--- src/rtl/rtc_pkg.sv ---
// rtc_pkg: BCD time layout shared by the RTC stopwatch and countdown.
// Holds the digit field positions, widths and borrow maxima.
package rtc_pkg;

    localparam int BCD_W = 31;
    localparam int NDIG  = 8;

    // Field LSB positions within the HH:MM:SS.cc word
    localparam int HUN_LSB  = 0;
    localparam int TEN_LSB  = 4;
    localparam int SECU_LSB = 8;
    localparam int SECT_LSB = 12;
    localparam int MINU_LSB = 16;
    localparam int MINT_LSB = 20;
    localparam int HRU_LSB  = 24;
    localparam int HRT_LSB  = 28;

    // Value a digit takes when it borrows from the digit above
    localparam int DIG_MAX_UNIT  = 9;
    localparam int DIG_MAX_TEN60 = 5;
    localparam int DIG_MAX_HRTEN = 7;

    localparam int DIG_LSB [NDIG] = '{
        HUN_LSB, TEN_LSB, SECU_LSB, SECT_LSB,
        MINU_LSB, MINT_LSB, HRU_LSB, HRT_LSB
    };

    localparam int DIG_W [NDIG] = '{4, 4, 4, 3, 4, 3, 4, 3};

    localparam int DIG_MAX [NDIG] = '{
        DIG_MAX_UNIT, DIG_MAX_UNIT, DIG_MAX_UNIT, DIG_MAX_TEN60,
        DIG_MAX_UNIT, DIG_MAX_TEN60, DIG_MAX_UNIT, DIG_MAX_HRTEN
    };

    // Bits 15 and 23 are padding between the seconds/minutes/hours fields
    localparam logic [BCD_W-1:0] BCD_PAD_MASK = 31'h7F7F_7FFF;

    function automatic logic [BCD_W-1:0] bcd_clean(
        input logic [BCD_W-1:0] v
    );
        return v & BCD_PAD_MASK;
    endfunction

endpackage

--- src/rtl/bcd_digit_dec.sv ---
// bcd_digit_dec: one BCD digit of a borrow-chained down counter.
// Ports: i_digit/i_borrow in; o_next (next digit) and o_borrow out.
module bcd_digit_dec #(
    parameter int W   = 4,
    parameter int MAX = 9
) (
    input  logic [W-1:0] i_digit,
    input  logic         i_borrow,
    output logic [W-1:0] o_next,
    output logic         o_borrow
);

    logic zero;

    assign zero     = (i_digit == '0);
    assign o_borrow = i_borrow & zero;

    // Digit only moves when every lower digit is zero (borrow in);
    // out-of-range codes simply count down like any other value.
    always_comb begin
        o_next = i_digit;
        if (i_borrow) begin
            o_next = zero ? W'(MAX) : i_digit - 1'b1;
        end
    end

endmodule

--- src/rtl/rtccountdown.sv ---
// rtccountdown: BCD HH:MM:SS.cc countdown timer ticking every 10 ms.
// Ports: i_clk, i_reset_n, i_ckstep, i_load/i_value, i_start, i_stop,
//   i_ack in; o_value, o_running, o_alarm, o_int out.
module rtccountdown
    import rtc_pkg::*;
#(
    parameter bit OPT_AUTORELOAD = 1'b0
) (
    input  logic             i_clk,
    input  logic             i_reset_n,
    input  logic [31:0]      i_ckstep,
    input  logic             i_load,
    input  logic [BCD_W-1:0] i_value,
    input  logic             i_start,
    input  logic             i_stop,
    input  logic             i_ack,
    output logic [BCD_W-1:0] o_value,
    output logic             o_running,
    output logic             o_alarm,
    output logic             o_int
);

    logic [38:0]      step_q, step_d;
    logic [47:0]      acc_q, acc_d;
    logic [48:0]      acc_sum;
    logic [BCD_W-1:0] cnt_q, cnt_d;
    logic [BCD_W-1:0] rld_q, rld_d;
    logic [BCD_W-1:0] nxt_q, nxt_d;
    logic             run_q, run_d;
    logic             alarm_q, alarm_d;
    logic             int_q, int_d;
    logic             tick, cnt_zero, expire, start_ok;
    logic [NDIG:0]    borrow;
    logic             unused_borrow;

    // 100 * per-clock step: the 48-bit accumulator then wraps
    // every 10 ms instead of every second.
    assign step_d   = 39'(i_ckstep) * 39'd100;
    assign acc_sum  = {1'b0, acc_q} + {10'd0, step_q};
    assign tick     = run_q & acc_sum[48];
    assign cnt_zero = (cnt_q == '0);
    assign expire   = tick & (cnt_q == 31'd1);
    assign start_ok = i_start & ~run_q & ~cnt_zero;

    // Borrow chain: hundredths always decrement.
    assign borrow[0] = 1'b1;

    for (genvar g = 0; g < NDIG; g++) begin : g_dig
        bcd_digit_dec #(
            .W   (DIG_W[g]),
            .MAX (DIG_MAX[g])
        ) u_dig (
            .i_digit  (cnt_q[DIG_LSB[g] +: DIG_W[g]]),
            .i_borrow (borrow[g]),
            .o_next   (nxt_d[DIG_LSB[g] +: DIG_W[g]]),
            .o_borrow (borrow[g+1])
        );
    end

    assign nxt_d[15]     = 1'b0;
    assign nxt_d[23]     = 1'b0;
    assign unused_borrow = borrow[NDIG];

    always_comb begin
        acc_d   = acc_q;
        cnt_d   = cnt_q;
        rld_d   = rld_q;
        run_d   = run_q;
        alarm_d = alarm_q;
        int_d   = 1'b0;

        // Expiry below re-sets the alarm, so it wins over ack.
        if (i_ack) begin
            alarm_d = 1'b0;
        end

        if (i_load) begin
            cnt_d   = bcd_clean(i_value);
            rld_d   = bcd_clean(i_value);
            run_d   = 1'b0;
            alarm_d = 1'b0;
            acc_d   = '0;
        end else if (i_stop) begin
            run_d = 1'b0;
        end else if (start_ok) begin
            // Fresh start so the first period is a full 10 ms
            run_d = 1'b1;
            acc_d = '0;
        end else if (run_q) begin
            acc_d = acc_sum[47:0];
            if (expire) begin
                int_d   = 1'b1;
                alarm_d = 1'b1;
                if (OPT_AUTORELOAD) begin
                    cnt_d = rld_q;
                    run_d = |rld_q;
                end else begin
                    cnt_d = '0;
                    run_d = 1'b0;
                end
            end else if (tick) begin
                cnt_d = nxt_q;
            end
        end
    end

    always_ff @(posedge i_clk or negedge i_reset_n) begin
        if (!i_reset_n) begin
            step_q  <= '0;
            acc_q   <= '0;
            cnt_q   <= '0;
            rld_q   <= '0;
            nxt_q   <= '0;
            run_q   <= 1'b0;
            alarm_q <= 1'b0;
            int_q   <= 1'b0;
        end else begin
            step_q  <= step_d;
            acc_q   <= acc_d;
            cnt_q   <= cnt_d;
            rld_q   <= rld_d;
            nxt_q   <= nxt_d;
            run_q   <= run_d;
            alarm_q <= alarm_d;
            int_q   <= int_d;
        end
    end

    assign o_value   = cnt_q;
    assign o_running = run_q;
    assign o_alarm   = alarm_q;
    assign o_int     = int_q;

endmodule

--- config.mk ---
export PLATFORM = sky130hd
export DESIGN_NAME = rtccountdown
export DESIGN_NICKNAME = d
export VERILOG_FILES = /design/src/rtl/rtc_pkg.sv /design/src/rtl/bcd_digit_dec.sv /design/src/rtl/rtccountdown.sv
export SDC_FILE = /design/constraint.sdc
export NUM_CORES = 1
export LEC_CHECK = 0
export BUFFER_PORTS_ARGS = -buffer_cell sky130_fd_sc_hd__buf_4
export CORE_ASPECT_RATIO = 1.4
export CORE_MARGIN = 5
export CORE_UTILIZATION = 40
export CTS_BUF_LIST = sky130_fd_sc_hd__clkbuf_4 sky130_fd_sc_hd__clkbuf_8
export DETAILED_ROUTE_END_ITERATION = 10
export PLACE_DENSITY = 0.7
export SYNTH_ARGS = -nofsm -noshare
export SYNTH_HDL_FRONTEND = slang
export SYNTH_SLANG_ARGS = --single-unit
--- constraint.sdc ---
create_clock -name i_clk -period 3.3 [get_ports i_clk]
set_clock_uncertainty 0.1 [all_clocks]
set_input_delay 0.165 -clock i_clk [delete_from_list [all_inputs] [get_ports i_clk]]
set_output_delay 0.165 -clock i_clk [all_outputs]
set_load 0.01 [all_outputs]
==> impl_metrics.yaml <==
sta:
  slew_viol_final: 0
  rsz0062_at_grt: "true"
  hold_viol: 0
  setup_tns_ns: -0.1600
  post-route-min-period_ns: 3.325
  layout_setup_ws_ns: -0.02548
  finalCritPeriodShare: 1.008
  max_freq_mhz: 300.7
  slew_headroom: 0.5292
  worst_pin_slew_ns: 0.7062
  final-setup-viol-count: 16
global_route:
  grt_first_pass_wirelength_um: 43300
  grt_pass1_vias: 9492
  globalRouteTotalUtil: 0.1696
  grt_antenna_before_repair: 0
  grt_max_degree: 78
  grt_overflow: 0
setup_path:
  startpoint_type: "register"
  critPathKind: "register to register"
  worstSetupStartpoint: "acc_q[2]"
  r2r_slack_ns: -0.03
  crit_arrival_ns: 3.56
  reg2reg_to: "o_value[13]"
  critPathMaxFanout: 7
  r2r_cells: 14
  worst_setup_path_end_kind: "register"
  r2r-start: "acc_q[2]"
  crit_path_end: "o_value[13]"
  crit_required_ns: 3.54
synthesis:
  synth_top_area_frac: 0.3284
  syn_avg_cell_area_sq_um: 9.315
  ys_seq_area_frac: 0.3284
  synth-edff-count: 0
  synth_ff_type: "dfrtp_1"
  async_reset_ff_frac: 1.000
  synth_top_cell_by_area: "dfrtp_1"
  netlist_instances: 1178
  synth.cell_area_sq_mm: 0.01097
  ys.warnings.count: 0
  ys_seq_elements: 144
  synthDistinctLibCells: 70
  synth_area_leaders: "dfrtp_1 33%, ha_1 16%, fa_1 5.1%"
placement:
  place_ws_ns: -0.4338
  port-buffer-count: 98
  dp_hpwl_um: 18830
  place.gp.congestion: 0.8634
floorplan:
  initial_core_util: 0.4063
  io_pins: 103
  core_area_sq_mm: 0.02701
  dieArea_sq_mm: 0.03089
  fp.dieH_um: 206.0
  dieWidth_um: 150.0
  rows: 71
power:
  vdd.ir_drop.worst_mv: 0.2676
  power_density_mw_per_mm2: 488.3
  p_leak_uw: 0.007174
  total_power_uw: 6934
drt:
  ant_nets: 0
  drc_errors: 0
  post_drt_wl_per_cell_um: 14.69
  num_vias: 9276
  drt-initial-drc-count: 319
  firstDrtPassIters: 5
  vias_per_cell: 5.191
  totalWireLength_um: 26260
clock_tree:
  cts_tree: "done"
  cts.sinks: 144
  cts_inserted_buffers: 17
  cts_buffer_depth: 2
  cts_max_level: 4
  clkSlewWorstSetupHoldPaths_ns: 0.08
  clk_latency_ns: 0.46
  cts_root_buf: "clkbuf_8"
layout:
  finish.net_count: 1647
  n_fill_cell: 2449
  layout_commonest_cell: "buf_4"
  area_growth_pct: 29.42
  layout_common_cells: "199 x buf_4, 144 x dfrtp_1, 124 x ha_1"
  multi_input_comb_area_sq_mm: 0.007153
  regArea_sq_mm: 0.003603
  final_layout_size_suffix_gt1_frac: 0.2315
run:
  maxCapViolCount: 0
run_status:
  status: "complete, but fails checks"
  violations: "negative setup slack"
hold_path:
  whs_path_depth: 4
  hold_path_class: "primary input to register"
## registers in the layout, summed over array words and instances, names as in the netlist
name	count
o_running	1
step_q	37
nxt_q	29
acc_q	46
o_value	29
o_alarm	1
o_int	1
## report_power, final
| group | switching [uW] | leakage, uW | internal, uW | total [uW] |
|---|---|---|---|---|
| registers | 178 | 0.00179 | 2060 | 2240 |
| clock network | 666 | 0.000205 | 797 | 1460 |
| logic | 1670 | 0.00518 | 1560 | 3230 |
## layer usage
metal | GRT usage | up-vias | wire length [um]
li1 | - | 4625 | -
met1 | 0.1941 | 4415 | 10550
met2 | 0.3190 | 191 | 14090
met3 | 0.02281 | 45 | 875
met4 | 0.06082 | 0 | 740
met5 | 0 | - | 0
## final cells by class
type                    count  share of cell area
well taps                 365             0.03216
clock inverters            10            0.009604
flip-flops and latches    144              0.2537
inverters                 120             0.03172
multi-input cells         875              0.5037
clock buffers              21             0.01947
repair buffers            251              0.1494
diodes                      1           0.0001762
## Yosys cell counts, types with 9 or more instances
library cell / number
a211oi_1: 12
dfrtp_1: 144
xor2_1: 34
nand4_1: 20
o21a_1: 9
nand2b_1: 14
and3_1: 9
clkbuf_1: 27
nand3_1: 53
o21ai_2: 11
fa_1: 28
a21oi_1: 64
o21ai_0: 95
a31oi_1: 10
o21bai_1: 10
inv_1: 120
a21o_1: 51
ha_1: 141
nor2_1: 49
xnor2_1: 34
nor3_1: 15
mux2i_1: 31
nand2_1: 89
## stage by stage
step	hold slack, ns	instance area (sq um)	util	instances
3_3_place_gp	0.1402	12910	0.4782	1699
6_report	0.06983	14200	0.5259	1787
4_1_cts	0.02896	13880	0.5138	1780
2_1_floorplan	-0.2306	11100	-	1179
3_5_place_dp	0.1427	12910	0.4782	1699
5_1_grt	0.04127	14200	0.5258	1786
## worst min-delay path by stage
stage / endpoint / startpoint / slack (ns)
floorplan: acc_q[10] / i_reset_n / -0.23
global placement: step_q[38] / i_reset_n / 0.14
detailed placement: acc_q[34] / i_reset_n / 0.14
CTS: o_running / i_start / 0.03
global route: o_running / i_start / 0.04
finish: o_running / i_start / 0.07
## cell families (layout without fill, tap and decap cells)
logic type | Yosys count | after routing | synth area share
AO/OA/AOI/OAI | 313 | 313 | 0.1843
buffers and inverters | 160 | 402 | 0.05872
multiplexers | 33 | 33 | 0.03033
other | 1 | 3 | 0.0003417
flip-flops | 144 | 144 | 0.3284
XOR/XNOR | 68 | 68 | 0.05428
AND/OR/NAND/NOR | 290 | 290 | 0.1318
adder cells (fa/ha/maj) | 169 | 169 | 0.2119
## worst max-delay path, cell delays in order (launching register included)
cell,delay (ns)
dfrtp_1,0.36
ha_2,0.20
inv_2,0.04
fa_2,0.33
nor2b_1,0.13
o21ai_1,0.11
a2111o_1,0.42
and3_4,0.19
o311ai_4,0.36
a21oi_4,0.13
nand2b_4,0.18
nor4_4,0.22
buf_6,0.18
clkbuf_16,0.17
o21ai_1,0.08
## what timing repair did
action | 4_1_cts | 5_1_grt
resized for setup | 12 | 68
pin swaps | 7 | 34
gates cloned | 3 | 3
hold endpoints to repair | 112 | 0
hold buffers | 38 | 0
buffers inserted | 9 | 6
endpoints found under the setup margin | 34 | 48
Note: power is estimated with default switching activity, not from simulation.
